`src/rtl/trail_sched.sv`:
```
// trail_sched: per-frame sequencer for the 112x112 trail memory.
//
// Once per qualified frame tick it reads the cells under both light-cycle
// heads, updates the sticky collision flags, then writes the heads back as
// new trail. A game start sweeps the whole memory to zero.
//
// Optional feature macro: TRAIL_HEADON_EN (head-on detection on equal
// in-bounds head addresses).
//
// Ports:
//   Clk, Reset                 50 MHz clock, synchronous active-high reset
//   frame_clk                  asynchronous frame strobe (~60 Hz)
//   Game_State[2:0]            1 = START, 2 = PLAY, others idle
//   Blue_X/Y, Red_X/Y[6:0]     head cell coordinates (valid 0..111)
//   Blue_dir, Red_dir[1:0]     reserved, unused
//   mem_we/mem_waddr/mem_wdata trail RAM write port
//   mem_raddr/mem_rdata        trail RAM read port (registered, latency 1)
//   collision_blue/red         sticky collision flags
//   busy                       high in every non-IDLE state
//   frame_done                 one-cycle pulse at end of a frame sequence
//   frame_missed               one-cycle pulse when a frame tick is dropped
module trail_sched (
    input  logic        Clk,
    input  logic        Reset,
    input  logic        frame_clk,
    input  logic [2:0]  Game_State,
    input  logic [6:0]  Blue_X,
    input  logic [6:0]  Blue_Y,
    input  logic [6:0]  Red_X,
    input  logic [6:0]  Red_Y,
    input  logic [1:0]  Blue_dir,
    input  logic [1:0]  Red_dir,
    output logic        mem_we,
    output logic [13:0] mem_waddr,
    output logic [2:0]  mem_wdata,
    output logic [13:0] mem_raddr,
    input  logic [2:0]  mem_rdata,
    output logic        collision_blue,
    output logic        collision_red,
    output logic        busy,
    output logic        frame_done,
    output logic        frame_missed
);

    localparam int unsigned W     = 112;
    localparam int unsigned DEPTH = 12544;
    localparam int unsigned AW    = 14;

    typedef enum logic [2:0] {
        S_IDLE, S_CLEAR, S_RD_B, S_RD_R, S_CHK, S_WR_B, S_WR_R, S_DONE
    } state_t;

    state_t          r_state;
    logic            r_fs1, r_fs2, r_fs3;
    logic            r_start_q;
    logic            r_start_pend;
    logic [AW-1:0]   r_b_addr, r_r_addr;
    logic            r_b_oob, r_r_oob;
    logic            r_hit_b;
    logic            r_wr_r_en;

    logic            w_tick, w_qtick;
    logic            w_start_edge, w_start;
    logic            w_b_oob_in, w_r_oob_in;
    logic [AW-1:0]   w_b_addr_in, w_r_addr_in;
    logic            w_r_hit, w_headon;
    logic            w_cb_next, w_cr_next;
    logic            w_in_frame;
    logic            w_unused_dir;

    function automatic logic [AW-1:0] cell_addr(input logic [6:0] x, input logic [6:0] y);
        return AW'(y) * AW'(W) + AW'(x);
    endfunction

    // Direction inputs are reserved for future use.
    assign w_unused_dir = ^{Blue_dir, Red_dir};

    // Frame tick: rising edge of the synchronized strobe.
    assign w_tick  = r_fs2 & ~r_fs3;
    assign w_qtick = w_tick & (Game_State == 3'd2);

    // Start request: new START edge or one deferred from a frame sequence.
    assign w_start_edge = (Game_State == 3'd1) & ~r_start_q;
    assign w_start      = w_start_edge | r_start_pend;

    assign w_b_oob_in  = (Blue_X > 7'd111) | (Blue_Y > 7'd111);
    assign w_r_oob_in  = (Red_X  > 7'd111) | (Red_Y  > 7'd111);
    assign w_b_addr_in = cell_addr(Blue_X, Blue_Y);
    assign w_r_addr_in = cell_addr(Red_X, Red_Y);

    // Red read data arrives during CHK; out-of-bounds data is ignored.
    assign w_r_hit = ~r_r_oob & (mem_rdata != 3'd0);

`ifdef TRAIL_HEADON_EN
    assign w_headon = ~r_b_oob & ~r_r_oob & (r_b_addr == r_r_addr);
`else
    assign w_headon = 1'b0;
`endif

    // Flags are sticky: a set flag simply holds.
    assign w_cb_next = collision_blue | r_hit_b | r_b_oob | w_headon;
    assign w_cr_next = collision_red  | w_r_hit | r_r_oob | w_headon;

    assign w_in_frame = (r_state != S_IDLE) && (r_state != S_CLEAR);

    // Sequencer with registered outputs.
    always_ff @(posedge Clk) begin
        if (Reset) begin
            r_state        <= S_IDLE;
            r_fs1          <= 1'b0;
            r_fs2          <= 1'b0;
            r_fs3          <= 1'b0;
            r_start_q      <= 1'b0;
            r_start_pend   <= 1'b0;
            r_b_addr       <= '0;
            r_r_addr       <= '0;
            r_b_oob        <= 1'b0;
            r_r_oob        <= 1'b0;
            r_hit_b        <= 1'b0;
            r_wr_r_en      <= 1'b0;
            mem_we         <= 1'b0;
            mem_waddr      <= '0;
            mem_wdata      <= '0;
            mem_raddr      <= '0;
            collision_blue <= 1'b0;
            collision_red  <= 1'b0;
            busy           <= 1'b0;
            frame_done     <= 1'b0;
            frame_missed   <= 1'b0;
        end else begin
            r_fs1        <= frame_clk;
            r_fs2        <= r_fs1;
            r_fs3        <= r_fs2;
            r_start_q    <= (Game_State == 3'd1);
            frame_done   <= 1'b0;
            frame_missed <= 1'b0;

            // Any tick arriving while busy is lost.
            if ((r_state != S_IDLE) && w_tick) begin
                frame_missed <= 1'b0 | 1'b1;
            end
            if (w_in_frame && w_start_edge) begin
                r_start_pend <= 1'b1;
            end

            case (r_state)
                S_IDLE: begin
                    if (w_start) begin
                        r_state        <= S_CLEAR;
                        r_start_pend   <= 1'b0;
                        busy           <= 1'b1;
                        mem_we         <= 1'b1;
                        mem_waddr      <= '0;
                        mem_wdata      <= 3'd0;
                        collision_blue <= 1'b0;
                        collision_red  <= 1'b0;
                        if (w_qtick) begin
                            frame_missed <= 1'b1;
                        end
                    end else if (w_qtick) begin
                        r_state   <= S_RD_B;
                        busy      <= 1'b1;
                        r_b_addr  <= w_b_addr_in;
                        r_r_addr  <= w_r_addr_in;
                        r_b_oob   <= w_b_oob_in;
                        r_r_oob   <= w_r_oob_in;
                        mem_raddr <= w_b_oob_in ? '0 : w_b_addr_in;
                    end
                end
                S_CLEAR: begin
                    if (mem_waddr == AW'(DEPTH - 1)) begin
                        r_state   <= S_IDLE;
                        busy      <= 1'b0;
                        mem_we    <= 1'b0;
                        mem_waddr <= '0;
                    end else begin
                        mem_waddr <= mem_waddr + AW'(1);
                    end
                end
                S_RD_B: begin
                    r_state   <= S_RD_R;
                    mem_raddr <= r_r_oob ? '0 : r_r_addr;
                end
                S_RD_R: begin
                    // Blue read data is valid this cycle.
                    r_state <= S_CHK;
                    r_hit_b <= ~r_b_oob & (mem_rdata != 3'd0);
                end
                S_CHK: begin
                    r_state        <= S_WR_B;
                    collision_blue <= w_cb_next;
                    collision_red  <= w_cr_next;
                    mem_we         <= ~r_b_oob & ~w_cb_next;
                    mem_waddr      <= r_b_addr;
                    mem_wdata      <= 3'd1;
                    r_wr_r_en      <= ~r_r_oob & ~w_cr_next;
                end
                S_WR_B: begin
                    r_state   <= S_WR_R;
                    mem_we    <= r_wr_r_en;
                    mem_waddr <= r_r_addr;
                    mem_wdata <= 3'd2;
                end
                S_WR_R: begin
                    r_state    <= S_DONE;
                    mem_we     <= 1'b0;
                    mem_waddr  <= '0;
                    mem_wdata  <= 3'd0;
                    frame_done <= 1'b1;
                end
                S_DONE: begin
                    r_state <= S_IDLE;
                    busy    <= 1'b0;
                end
                default: begin
                    r_state <= S_IDLE;
                    busy    <= 1'b0;
                    mem_we  <= 1'b0;
                end
            endcase
        end
    end

endmodule

```
`config.mk`:
```
export PLATFORM = sky130hd
export DESIGN_NAME = trail_sched
export DESIGN_NICKNAME = d
export VERILOG_FILES = /design/src/rtl/trail_sched.sv
export SDC_FILE = /design/constraint.sdc
export NUM_CORES = 1
export LEC_CHECK = 0
export BUFFER_PORTS_ARGS = -buffer_cell sky130_fd_sc_hd__buf_2
export CAP_MARGIN = 20
export CORE_MARGIN = 1
export CORE_UTILIZATION = 28
export DETAILED_ROUTE_END_ITERATION = 8
export GPL_ROUTABILITY_DRIVEN = 0
export REMOVE_ABC_BUFFERS = 1
export SLEW_MARGIN = 5
export SYNTH_ARGS = -nofsm -noshare
export SYNTH_HDL_FRONTEND = slang
export SYNTH_SLANG_ARGS = --single-unit
export TNS_END_PERCENT = 100
```
`constraint.sdc`:
```
create_clock -name Clk -period 2.85 [get_ports Clk]
set_input_delay 0.285 -clock Clk [delete_from_list [all_inputs] [get_ports Clk]]
set_output_delay 0.285 -clock Clk [all_outputs]
set_load 0.05 [all_outputs]
```
==> reports/results.tsv <==
stage	metric	value	unit
outcome	outcome	finished clean	
global_routing	grt_pass1_wl	20800	um
worst_hold_path	holdCritPathClass	in -> reg	
pwr	ir_drop	0.000331	V
worst_setup_path	r2r_cells	8	
clock_tree	clock_latency	0.33	ns
synth	yosysTopAreaCellShare	30.8	%
pwr	pwr-share-comb	37.9	%
layout	fin_nets	763	
synth	synthAdderAreaFrac	15.1	%
clock_tree	clock_sinks	76	
floorplanning	die_x	135	um
drt	dr_wl_met2	5710	um
drt	post_drt_via_cell_ratio	4.91	
drt	firstDrtPassIters	4	
synth	ys_seq_area_share	30.8	%
run	maxCapViolCount	0	
worst_setup_path	crit_slowest_cell	fa_1	
synth	synth_area	4940	um^2
drt	remaining_drc_errors	0	
drt	wl_per_cell	13.9	um
synth	yosys_register_bits	76	
synth	synth_top_family_by_area	compound AO/OA/AOI/OAI gates	
sta	min_period_over_period	94.5	%
pwr	p_per_area	602	nW/um^2
global_routing	grt_usage	14.3	%
global_routing	first_global_vias	4158	
floorplanning	num_rows	48	
sta	holdWs	0.149	ns
sta	worst_pin_slew	0.854	ns
placed_design	dp_hpwl	9400	um
synth	synth_compound_area_share	23.0	%
sta	rsz0062_at_grt	no	
synth	syn_inst	579	
clock_tree	hold_buffers	0	
pwr	p_switching	1.34	mW
clock_tree	post-cts-setup-buffer-count	0	
synth	yosysTopAreaCell	dfxtp_1	
layout	synthToLayoutAreaGrowth	22.2	%
global_routing	antenna_found_initial	0	
synth	synth_ff_type	dfxtp_1	
clock_tree	ctsResizeCount	0	
pwr	p_sw_share	37.0	%
sta	setup-violations-final	0	
synth	synth_mux_area_share	3.06	%
floorplanning	coreArea	17200	um^2
clock_tree	clk_pin_slew	0.06	ns
sta	fin_skew	0.00925	ns
sta	relSlewSlack	43.1	%
drt	routedLengthMet1	6160	um
worst_hold_path	hold_depth	2	
clock_tree	cts_inserted_buffers	9	
worst_setup_path	cpPeakStageDelay	0.46	ns
global_routing	grt_max_degree	41	
worst_setup_path	start_kind	input port	
worst_setup_path	crit_fanout	4	
global_routing	grt_remaining_overflow	0	
placed_design	portBuffers	72	
synth	synthTopCellsByArea	dfxtp_1 (31%), ha_1 (8.6%), fa_1 (6.5%)	
drt	drt-initial-drc-count	221	
clock_tree	htree_levels	3	
drt	ant_nets	0	
worst_setup_path	worstPathArrival	2.94	ns
worst_setup_path	crit_path_cell_trace	buf_2 -> fa_1 -> ha_1 -> fa_1 -> a211oi_4 -> nor2_2 -> buf_4 -> a311o_2 -> nand4_2 -> buf_4 -> nand3b_1 -> a311oi_2	
sta	slew_viol_final	0	
drt	wl_met3	523	um
floorplanning	ios	78	
worst_setup_path	cp_data_required_time	3.10	ns
layout	final_common_cell	dfxtp_1	
synth	synthSimpleGateAreaFrac	20.2	%
pwr	internal_power	2.29	mW
clock_tree	cts-root-buf	clkbuf_16	
sta	hold_viol	0	
clock_tree	clockBufferDepth	2	
pwr	power	3.63	mW
floorplanning	dieArea	18200	um^2
worst_setup_path	crit_type	in -> reg	
layout	final_cell_mix	dfxtp_1 (76), buf_2 (72), nor2_1 (65)	
synth	ys_async_sr_fraction	0	%
layout	num_antenna_cells	0	
layout	drive_above_1_share	21.3	%
floorplanning	dieHeight	135	um
drt	wl	12500	um
sta	layout_min_cycle_time	2.69	ns
pwr	pwr-share-seq	32.7	%
pwr	pwr-share-clk	29.4	%
synth	synth_edf_count	0	
clock_tree	cts_tree	yes	
drt	dr.max_layer_used	met4	
floorplanning	initial_core_util	28.7	%
drt	vias	4426	
sta	max_freq	371	MHz
synth	syn_area_per_cell	8.53	um^2
pwr	p_leak	2.41	nW
worst_setup_path	cp-end-kind	flop	
synth	ys_types	68	
synth	synth_xor_area_share	2.84	%
synth	yosys_warnings	0	
==> state kept, by name, indices dropped and copies added (netlist names) <==
register	flops
r_fs1	1
collision_red	1
r_start_pend	1
busy	1
collision_blue	1
r_b_oob	1
r_r_oob	1
mem_waddr	14
frame_done	1
r_r_addr	14
r_b_addr	14
mem_wdata	2
r_hit_b	1
mem_we	1
r_fs3	1
r_wr_r_en	1
r_state	3
r_fs2	1
mem_raddr	14
frame_missed	1
r_start_q	1
==> Yosys cell counts (2+ instances only) <==
library cell and instances:
nor2_2 2, nand4_1 3, o211ai_1 2, nand3b_1 6, or3_1 2, nor4_1 2
nand2_1 56, and4_1 3, nand3_1 15, a21oi_1 51, a22oi_1 10, clkbuf_1 21
a31oi_1 6, o21a_1 3, fa_1 16, nand2b_1 5, nor2_1 65, a311o_1 3
o22ai_1 5, xnor2_1 14, and2_1 2, a32oi_1 3, a311oi_1 2, nor4b_1 6
mux2i_1 14, and3_1 7, ha_1 34, o21ai_0 23, buf_2 5, nor2b_1 10
a2bb2oi_1 2, a221oi_1 4, a21o_1 4, or3b_1 2, xor2_1 2, inv_1 22
o211a_1 2, nor3_1 9, a211oi_1 24, o32a_1 5, nor3b_1 2, dfxtp_1 76
o31ai_1 2, clkbuf_8 3
==> per-layer routing <==
layer,vias up,global-route usage (%)
met5,-,0
met4,0,3.93
met3,11,2.33
met2,74,23.9
met1,2063,19.0
li1,2278,-
==> kinds of logic after synthesis <==
kind of cell,Yosys count
other,1
buffers and inverters,54
AOI/OAI and AO/OA,165
and+or+nand+nor,202
xor gates and xnor gates,16
DFF,76
muxes,15
adders and majority gates,50
==> critical path, delay by kind of cell <==
family	cells	cell delay, ns
compound gates	3	0.85
fa+ha+maj	3	1.12
buf+inv	3	0.40
simple gates	3	0.28
==> final timing paths <==
path                  from       endpoint  slack, ns
max              Blue_Y[1]  mem_raddr[13]       0.16
min          Game_State[1]      r_start_q       0.15
max reg2reg   mem_waddr[0]  mem_waddr[13]       0.69
min reg2reg          r_fs1          r_fs2       0.45
==> power by group through the flow <==
| stage | registers, mW | logic (mW) | clock network (mW) |
|---|---|---|---|
| after floorplan | 1.39 | 0.732 | 0 |
| after global placement | 1.21 | 1.37 | 0 |
| after detailed placement | 1.21 | 1.38 | 0 |
| after CTS | 1.19 | 1.39 | 1.09 |
| after global routing | 1.20 | 1.53 | 1.13 |
| final | 1.19 | 1.38 | 1.07 |
==> layout make-up <==
type / instances / area, um^2
clock buffers: 10 / 239
clock inverters: 5 / 36.3
well taps: 225 / 282
multi-input cells: 449 / 3180
inverters: 23 / 86.3
repair buffers: 113 / 693
flip-flops and latches: 76 / 1520
fillers: 1809 / 11200
==> stage by stage <==
step | setup TNS [ns] | setup WS [ns] | std cells | area [um^2] | utilization (%)
global route | 0 | 0.00778 | 901 | 6040 | 35.0
global placement | -0.776 | -0.218 | 886 | 5760 | 33.4
finish | 0 | 0.157 | 901 | 6040 | 35.0
detailed placement | -0.829 | -0.218 | 886 | 5760 | 33.4
floorplan | -20.72 | -0.919 | 548 | 4780 | -
CTS | 0 | 0.113 | 901 | 6040 | 35.0
(Power assumes the default switching activity.)
